## src/rtl/ee354_numlock_pkg.sv

```systemverilog
// Shared types and helpers for the parametrised number-lock state machine.
package ee354_numlock_pkg;

  typedef enum logic [2:0] {
    IDLE    = 3'd0,
    GET     = 3'd1,
    GOOD    = 3'd2,
    OPENING = 3'd3,
    BAD     = 3'd4,
    LOCKOUT = 3'd5
  } numlock_state_t;

  // Width of a down-counter that holds values 0..n-1 (never narrower than 1 bit).
  function automatic int numlock_cnt_w(input int n);
    return (n <= 2) ? 1 : $clog2(n);
  endfunction

endpackage

```

## src/rtl/ee354_numlock_timer.sv

```systemverilog
// Loadable down-counter with a done flag; counts down to zero and holds there.
module ee354_numlock_timer #(
  parameter int CNT_W = 4
) (
  input  logic             clk,
  input  logic             reset,
  input  logic             load,
  input  logic [CNT_W-1:0] load_val,
  output logic             done
);

  logic [CNT_W-1:0] count;

  // Load takes priority; otherwise decrement until zero, never wrapping.
  always_ff @(posedge clk or negedge reset) begin
    if (!reset) begin
      count <= '0;
    end else if (load) begin
      count <= load_val;
    end else if (count != '0) begin
      count <= count - 1'b1;
    end
  end

  assign done = (count == '0);

endmodule

```

## src/rtl/ee354_numlock_param_sm.sv

```systemverilog
// Parametrised number-lock FSM: CODE_LEN-digit binary combination on U/Z buttons.
// Optional failed-attempt counting and timed lockout when NUMLOCK_LOCKOUT_EN is defined.
module ee354_numlock_param_sm
  import ee354_numlock_pkg::*;
#(
  parameter int                  CODE_LEN       = 4,
  parameter logic [CODE_LEN-1:0] CODE           = 4'b1011,
  parameter int                  OPEN_CYCLES    = 16,
  parameter int                  MAX_TRIES      = 3,
  parameter int                  LOCKOUT_CYCLES = 64
) (
  input  logic                             clk,
  input  logic                             reset,
  input  logic                             U,
  input  logic                             Z,
  output logic                             Unlock,
  output logic [2:0]                       q_state,
  output logic [$clog2(CODE_LEN+1)-1:0]    digits_ok,
  output logic [$clog2(MAX_TRIES+1)-1:0]   fail_count,
  output logic                             locked_out
);

  localparam int DIG_W  = $clog2(CODE_LEN + 1);
  localparam int CNT_W  = numlock_cnt_w((OPEN_CYCLES > LOCKOUT_CYCLES) ? OPEN_CYCLES
                                                                       : LOCKOUT_CYCLES);

  numlock_state_t   state, state_n;
  logic             press, both, released, match, entering;
  logic [CODE_LEN-1:0] code_shift;
  logic [DIG_W-1:0] digits_inc;
  logic             tmr_load, tmr_done;
  logic [CNT_W-1:0] tmr_val;

  assign press      = U ^ Z;
  assign both       = U & Z;
  assign released   = ~U & ~Z;
  // Next expected digit sits at the MSB once the accepted digits are shifted out.
  assign code_shift = CODE << digits_ok;
  assign match      = (U == code_shift[CODE_LEN-1]);
  assign digits_inc = digits_ok + 1'b1;
  assign entering   = (state_n != state);
  assign q_state    = state;

  // Next-state logic.
  always_comb begin
    state_n = state;
    case (state)
      IDLE: begin
        // A leading wrong digit is ignored rather than treated as an error.
        if (both) state_n = BAD;
        else if (press && match) state_n = GET;
      end
      GET: begin
        if (released) state_n = (digits_inc == DIG_W'(CODE_LEN)) ? OPENING : GOOD;
      end
      GOOD: begin
        if (both) state_n = BAD;
        else if (press) state_n = match ? GET : BAD;
      end
      OPENING: begin
        if (tmr_done) state_n = IDLE;
      end
      BAD: begin
        if (released) begin
`ifdef NUMLOCK_LOCKOUT_EN
          state_n = (fail_count == $bits(fail_count)'(MAX_TRIES)) ? LOCKOUT : IDLE;
`else
          state_n = IDLE;
`endif
        end
      end
`ifdef NUMLOCK_LOCKOUT_EN
      LOCKOUT: begin
        if (tmr_done) state_n = IDLE;
      end
`endif
      default: state_n = IDLE;
    endcase
  end

  // Shared timer is loaded on entry to whichever timed state comes next.
  always_comb begin
    tmr_load = 1'b0;
    tmr_val  = CNT_W'(OPEN_CYCLES - 1);
    if (entering && state_n == OPENING) tmr_load = 1'b1;
`ifdef NUMLOCK_LOCKOUT_EN
    if (entering && state_n == LOCKOUT) begin
      tmr_load = 1'b1;
      tmr_val  = CNT_W'(LOCKOUT_CYCLES - 1);
    end
`endif
  end

  ee354_numlock_timer #(
    .CNT_W(CNT_W)
  ) u_timer (
    .clk     (clk),
    .reset   (reset),
    .load    (tmr_load),
    .load_val(tmr_val),
    .done    (tmr_done)
  );

  // State register and registered Moore Unlock output.
  always_ff @(posedge clk or negedge reset) begin
    if (!reset) begin
      state  <= IDLE;
      Unlock <= 1'b0;
    end else begin
      state  <= state_n;
      Unlock <= (state_n == OPENING);
    end
  end

  // Digit index: counts on each completed correct digit; the full count is
  // visible for the first OPENING cycle, then cleared.
  always_ff @(posedge clk or negedge reset) begin
    if (!reset) begin
      digits_ok <= '0;
    end else if (state == GET && released) begin
      digits_ok <= digits_inc;
    end else if (state == OPENING || (entering && state_n == BAD)) begin
      digits_ok <= '0;
    end
  end

`ifdef NUMLOCK_LOCKOUT_EN
  // Consecutive-failure counter: saturating increment on each BAD entry,
  // cleared by a successful open or by the end of a lockout.
  always_ff @(posedge clk or negedge reset) begin
    if (!reset) begin
      fail_count <= '0;
    end else if (entering && state_n == BAD) begin
      if (fail_count != $bits(fail_count)'(MAX_TRIES)) fail_count <= fail_count + 1'b1;
    end else if (entering && state_n == OPENING) begin
      fail_count <= '0;
    end else if (state == LOCKOUT && state_n == IDLE) begin
      fail_count <= '0;
    end
  end

  // Registered lockout indicator.
  always_ff @(posedge clk or negedge reset) begin
    if (!reset) locked_out <= 1'b0;
    else        locked_out <= (state_n == LOCKOUT);
  end
`else
  assign fail_count = '0;
  assign locked_out = 1'b0;
`endif

endmodule

```

## config.mk

```make
export PLATFORM = sky130hd
export DESIGN_NAME = ee354_numlock_param_sm
export DESIGN_NICKNAME = d
export VERILOG_FILES = /design/src/rtl/ee354_numlock_pkg.sv /design/src/rtl/ee354_numlock_timer.sv /design/src/rtl/ee354_numlock_param_sm.sv
export SDC_FILE = /design/constraint.sdc
export NUM_CORES = 1
export LEC_CHECK = 0
export ABC_AREA = 1
export CAP_MARGIN = 10
export CORE_MARGIN = 2
export CORE_UTILIZATION = 47
export DETAILED_ROUTE_END_ITERATION = 12
export PLACE_DENSITY_LB_ADDON = 0.05
export SETUP_SLACK_MARGIN = 0.2
export SYNTH_ARGS = -nofsm -noshare
export SYNTH_HDL_FRONTEND = slang
export SYNTH_HIERARCHICAL = 1
export SYNTH_SLANG_ARGS = --single-unit
```

## constraint.sdc

```tcl
create_clock -name clk -period 1.8 [get_ports clk]
set_input_delay 0.27 -clock clk [delete_from_list [all_inputs] [get_ports clk]]
set_output_delay 0.27 -clock clk [all_outputs]
set_load 0.01 [all_outputs]
```

### Yosys cells after proc, flatten, opt, wreduce, memory -nomap -nowiden

Index checks and enable logic that the tools add are counted.

| storage, ports and cells | value |
|---|---|
| flip-flop bits (word level) | 13 |
| latch bits | 0 |
| memory bits (writable) | 0 |
| memory bits (read-only) | 0 |
| input port bits | 4 |
| output and inout port bits | 10 |
| logic and storage cells | 46 |
| memories | 0 |

| operators by class | value |
|---|---|
| $add $sub $neg | 2 |
| multiply operators | 0 |
| divide/modulo/power cells | 0 |
| magnitude comparators | 0 |
| equal/unequal tests | 9 |
| shift-type cells | 1 |
| muxes and demuxes | 15 |
| bitwise logic cells | 5 |
| reduce and logical (&&, ||, !) cells | 10 |

Operators with widths:

| cell | number |
|---|---|
| $mux 3 | 10 |
| $pmux 3 s5 | 1 |
| $mux 6 | 2 |
| $eq 3x2->1 const B | 3 |
| $eq 3x3->1 const B | 3 |
| $logic_not 6->1 | 1 |
| $reduce_bool 6->1 | 1 |
| $sub 6x1->6 const B | 1 |
| $logic_and 1x1->1 | 4 |
| $reduce_bool 2->1 | 2 |
| $shl 4x3->4 const A | 1 |
| $add 3x1->3 const B | 1 |
| $eq 3x1->1 const B | 1 |
| $logic_not 3->1 | 1 |
| $ne 3x3->1 | 1 |
| $and 1x1->1 | 2 |
| $mux 1 | 2 |
| $not 1->1 | 2 |
| $eq 1x1->1 | 1 |
| $logic_or 1x1->1 | 1 |
| $xor 1x1->1 | 1 |

### Logic depth before layout (Yosys ltp)

| depth | value |
|---|---|
| depth after elaboration | 11 |
| gate-level depth with buffers | 20 |
| mapped depth without buffers | 19 |

### By module

The synthesis kept the hierarchy.

By module, submodules not included:

| module | instances | cells each | area each (um^2) | seq. area each (um^2) |
|---|---|---|---|---|
| ee354_numlock_param_sm | 1 | 78 | 545.5 | 175.2 |
| ee354_numlock_timer | 1 | 55 | 412.9 | 150.1 |

### Least setup slack after synthesis

No wires, ideal clock.

| path | value |
|---|---|
| kind | register to register |
| start point | register u_timer.count[0] |
| end point | register u_timer.count[0] |
| library setup time | 0.125 ns |
| arrival time | 1.826 ns |
| required time | 1.675 ns |
| path slack | -0.151 ns |
| cell stages (with the launch flop) | 19 |
| buffers on the path | 1 |
| period minus slack after synthesis | 1.951 ns |
| cells stage by stage | dfrtp_1 > inv_1 > ha_1 > inv_1 > nor2_4 > nand3_2 > inv_1 > nor2_2 > inv_1 > nand4_1 > nand2_1 > nand2_1 > nor2_1 > nor2_1 > buf_4 > inv_1 > nand4_2 > nand2_1 > o21ai_1 |

| on the way | value |
|---|---|
| longest elaborated chain between the ends | 7 |
| elaborated cells between the ends (all ways) | 12 |
| classes of those cells | add/sub: 1; eq/ne: 2; mux: 5; reduce/logical: 4 |

Ends and longest elaborated chain:

| element | RTL line | RTL |
|---|---|---|
| start: declaration | ee354_numlock_timer.sv:12 | `logic [CNT_W-1:0] count;` |
| start signal: assignment | ee354_numlock_timer.sv:19 | `count <= load_val;` |
| start signal: assignment | ee354_numlock_timer.sv:21 | `count <= count - 1'b1;` |
| $logic_not 6->1 (*) | ee354_numlock_timer.sv:25 | `assign done = (count == '0);` |
| net tmr_done | ee354_numlock_param_sm.sv:31 | `logic tmr_load, tmr_done;` |
| $mux 3 (*) | ee354_numlock_param_sm.sv:61 | `if (tmr_done) state_n = IDLE;` |
| $pmux 3 s5 (*) | ee354_numlock_param_sm.sv:47 | `case (state)` |
| $ne 3x3->1 / $eq 3x2->1 (equally long branches) | ee354_numlock_param_sm.sv:41, ee354_numlock_param_sm.sv:85 |  |
| $logic_and 1x1->1 (*) | ee354_numlock_param_sm.sv:85 | `if (entering && state_n == OPENING) tmr_load = 1'b1;` |
| $mux 1 (*) | ee354_numlock_param_sm.sv:85 |  |
| net tmr_load | ee354_numlock_param_sm.sv:31 |  |
| $mux 6 / $reduce_bool 2->1 (equally long branches) | n/a |  |

The timed path passes the listed nets; every way through them passes the cells marked *. The select of a mux whose other input is x is not followed.
A chain may end at the register's enable or synchronous reset.

### Worst setup path in the final report

| path | value |
|---|---|
| start point | register u_timer.count[1] |
| end point | register u_timer.count[3] |

| on the way | value |
|---|---|
| longest elaborated chain between the ends | 7 |
| elaborated cells between the ends (all ways) | 12 |
| classes of those cells | add/sub: 1; eq/ne: 2; mux: 5; reduce/logical: 4 |

Ends and longest elaborated chain:

| element | RTL line | RTL |
|---|---|---|
| $logic_not 6->1 (*) | ee354_numlock_timer.sv:25 |  |
| net tmr_done | ee354_numlock_param_sm.sv:31 |  |
| $mux 3 (*) | ee354_numlock_param_sm.sv:61 |  |
| $pmux 3 s5 (*) | ee354_numlock_param_sm.sv:47 |  |
| net state_n[1] | ee354_numlock_param_sm.sv:27 | `numlock_state_t state, state_n;` |
| $ne 3x3->1 / $eq 3x2->1 (equally long branches) | ee354_numlock_param_sm.sv:41, ee354_numlock_param_sm.sv:85 |  |
| $logic_and 1x1->1 (*) | ee354_numlock_param_sm.sv:85 |  |
| $mux 1 (*) | ee354_numlock_param_sm.sv:85 |  |
| net tmr_load | ee354_numlock_param_sm.sv:31 |  |
| $mux 6 / $reduce_bool 2->1 (equally long branches) | n/a |  |

Marks and branches as above.

==> results.cfg <==
[status]
status = complete, but fails checks
violations = setup timing

[worst_setup_path]
reg2reg_to = u_timer/count[3]
rrSetupSlack_ps = -140
startpoint_type = flop
cpMaxStageDelayCell = dfrtp_1
crit_end = u_timer/count[3]
r2r_cells = 19
end_kind = flop
arrival_ps = 2120
crit_chain = inv_2, ha_4, inv_2, nor2_4, nand3_2, inv_2, nor2_4, inv_2, nand3_2, nand2_1, nand2_1, nand2_1, nor2_2, nor2_4, inv_4, nand2_4, inv_4, nand2_1, nand2_1
crit_path_frequent_cell = nand2_1
slowest_delay_ps = 410
cp_max_fo = 8
reg2reg_from = u_timer/count[1]
worstSetupPathType = reg -> reg
cp-startpoint = u_timer/count[1]
worstPathRequired_ps = 1980

[global_routing]
track_usage = 0.237
antenna_found_initial = 0
overflow = 0
grt_max_degree = 14
grt_pass1_vias = 1053
grt_first_pass_wirelength_um = 4420

[routing]
firstDrtPassIters = 5
postRouteWirelength_um = 2660
drt-initial-drc-count = 47
antenna_left = 0
wire_per_inst_um = 12.0
post_drt_via_cell_ratio = 4.96
num_vias = 1096
drc_errors = 0

[floorplan]
initial_utilization = 0.494
core_mm2 = 0.00194
num_rows = 16
die_area_mm2 = 0.00242
die_height_um = 49.2
die_w_um = 49.2
io_pins = 14

[final_layout]
finalNetCount = 206
area_growth_pct = 62.3
final_core_util = 0.801
n_antenna_cell = 0
final-instance-count-excl-fill = 221
n_fill_cell = 139
drive_above_1_share = 0.428

[placement]
place_hpwl_um = 1630
numPortBuffers = 10
numPlacedInstances = 199
gp_congestion = 0.871
pre_cts_slack_ps = -798

[power_and_ir_drop]
leakagePower_nw = 0.811
power_density_mw_per_mm2 = 1400
ir_drop_v = 0.000996

[clock_tree]
clkLatencyLatePin_ps = 280
cts_buffers = 3
path_clk_slew_ps = 90
ctsHoldBuffers = 0
clockBufferDepth = 2
cts_sinks = 13
cts_root_buffer = clkbuf_4
cts_tree = done
h-tree-depth = 1

[worst_hold_path]
min_path_type = in -> async

[logic_synthesis]
ys_seq_area_frac = 0.339
synth_cells = 133
netlist_area_um2 = 958
syn_area_per_cell_um2 = 7.21
ys_seq_elements = 13
synth.distinct_cells = 23
yosys_warnings = 6

[sta]
rsz0062_at_grt = yes
fin_ws_ps = -144
slew_viol_final = 0
fmax_ghz = 0.514
fin_crit_sh = 1.08
hold_slack_ps = 365
worst_slew_pin_slew_ps = 603
setup_tns_ps = -682
min_period_ps = 1940
finalSetupViolations = 6
slew_headroom = 0.596
finalClockSkew_ps = 2.40
finalHoldViolCount = 0

[run]
drv_cap = 0
## layout by cell type (no fill, tap or decap), types with 4 or more instances in the layout
| cell | instances |
|---|---|
| o21ai_1 | 5 |
| nand2_1 | 36 |
| dlygate4sd2_1 | 4 |
| buf_4 | 44 |
| clkdlybuf4s50_1 | 6 |
| nand3_1 | 6 |
| dfrtp_1 | 9 |
| ha_1 | 4 |
| inv_2 | 9 |
| conb_1 | 9 |
| inv_1 | 10 |
| nand4_1 | 4 |
| dfrtp_2 | 4 |
| nor2_4 | 4 |
| nor2_1 | 8 |
## synthesized netlist by cell type, drive strengths merged
| master | n | area, um^2 |
|---|---|---|
| mux2i | 1 | 10.0 |
| o21bai | 1 | 7.51 |
| o21ai | 9 | 45.0 |
| buf | 4 | 30.0 |
| nand3b | 2 | 15.0 |
| dfrtp | 13 | 325 |
| a21oi | 1 | 5.00 |
| xnor2 | 1 | 8.76 |
| nor3 | 2 | 10.0 |
| conb | 2 | 7.51 |
| nor2 | 14 | 72.6 |
| nand3 | 10 | 65.1 |
| nand2 | 40 | 153 |
| ha | 7 | 87.6 |
| nand4 | 5 | 37.5 |
| inv | 21 | 78.8 |
## stage by stage
step           total power [mW]  cell area, um^2
2_1_floorplan              1.11             1010
3_3_place_gp               1.57             1310
3_5_place_dp               1.60             1310
4_1_cts                    2.07             1510
5_1_grt                    2.36             1560
6_report                   2.18             1560
## registers in the layout, indices dropped and copies added (netlist names)
signal,cells
u_timer/count,6
q_state,3
Unlock,1
digits_ok,3
## final cells by class
type                            count  area [um^2]  area share
Clock buffer                        4         26.3      0.0169
Inverter                           21         83.8      0.0539
Multi-Input combinational cell    102          656       0.422
Sequential cell                    13          330       0.212
Tap cell                           27         33.8      0.0217
Timing Repair Buffer               54          425       0.274
## how the worst min path moves through the flow
| stage | startpoint | to | depth (start not counted) |
|---|---|---|---|
| 2_1_floorplan | reset | Unlock | 0 |
| 3_3_place_gp | u_timer/count[0] | u_timer/count[0] | 3 |
| 3_5_place_dp | u_timer/count[0] | u_timer/count[0] | 3 |
| 4_1_cts | reset | digits_ok[2] | 1 |
| 5_1_grt | reset | u_timer/count[2] | 1 |
| 6_report | reset | digits_ok[1] | 1 |
## timing repair
item                                    CTS  global route
resized for setup                        21            10
buffers inserted                         17             1
pin swaps                                13             6
endpoints found under the setup margin   11            14
## logic make-up (layout without fill, tap and decap cells)
kind of cell / after synthesis / count (layout) / synth area share
flops: 13 / 13 / 0.339
xor+xnor: 1 / 1 / 0.00914
fa+ha+maj: 7 / 7 / 0.0914
simple gates: 73 / 73 / 0.368
compound gates: 11 / 11 / 0.0600
mux: 1 / 1 / 0.0104
other cells: 2 / 9 / 0.00784
buf+inv: 25 / 79 / 0.114
## per-layer routing
| layer | global-route usage | share of wire | up-vias |
|---|---|---|---|
| met2 | 0.426 | 0.51 | 47 |
| met3 | 0.0368 | 0.055 | 10 |
| met1 | 0.290 | 0.41 | 508 |
| met5 | 0 | 0 | - |
| met4 | 0.0667 | 0.020 | 0 |
| li1 | - | - | 531 |
## critical path, delay by kind of cell (launching register included)
family                   cells  cell delay, ps
AND/OR/NAND/NOR             12             940
flip-flops                   1             410
buffers and inverters        6             390
adder cells (fa/ha/maj)      1             120
## report_power, final
group / internal (mW) / switching [mW] / total, mW / leakage (nW)
clock network: 0.0859 / 0.103 / 0.189 / 0.0150
logic: 0.792 / 0.681 / 1.47 / 0.634
registers: 0.402 / 0.120 / 0.522 / 0.162
Note: power is estimated with default switching activity, not from simulation.
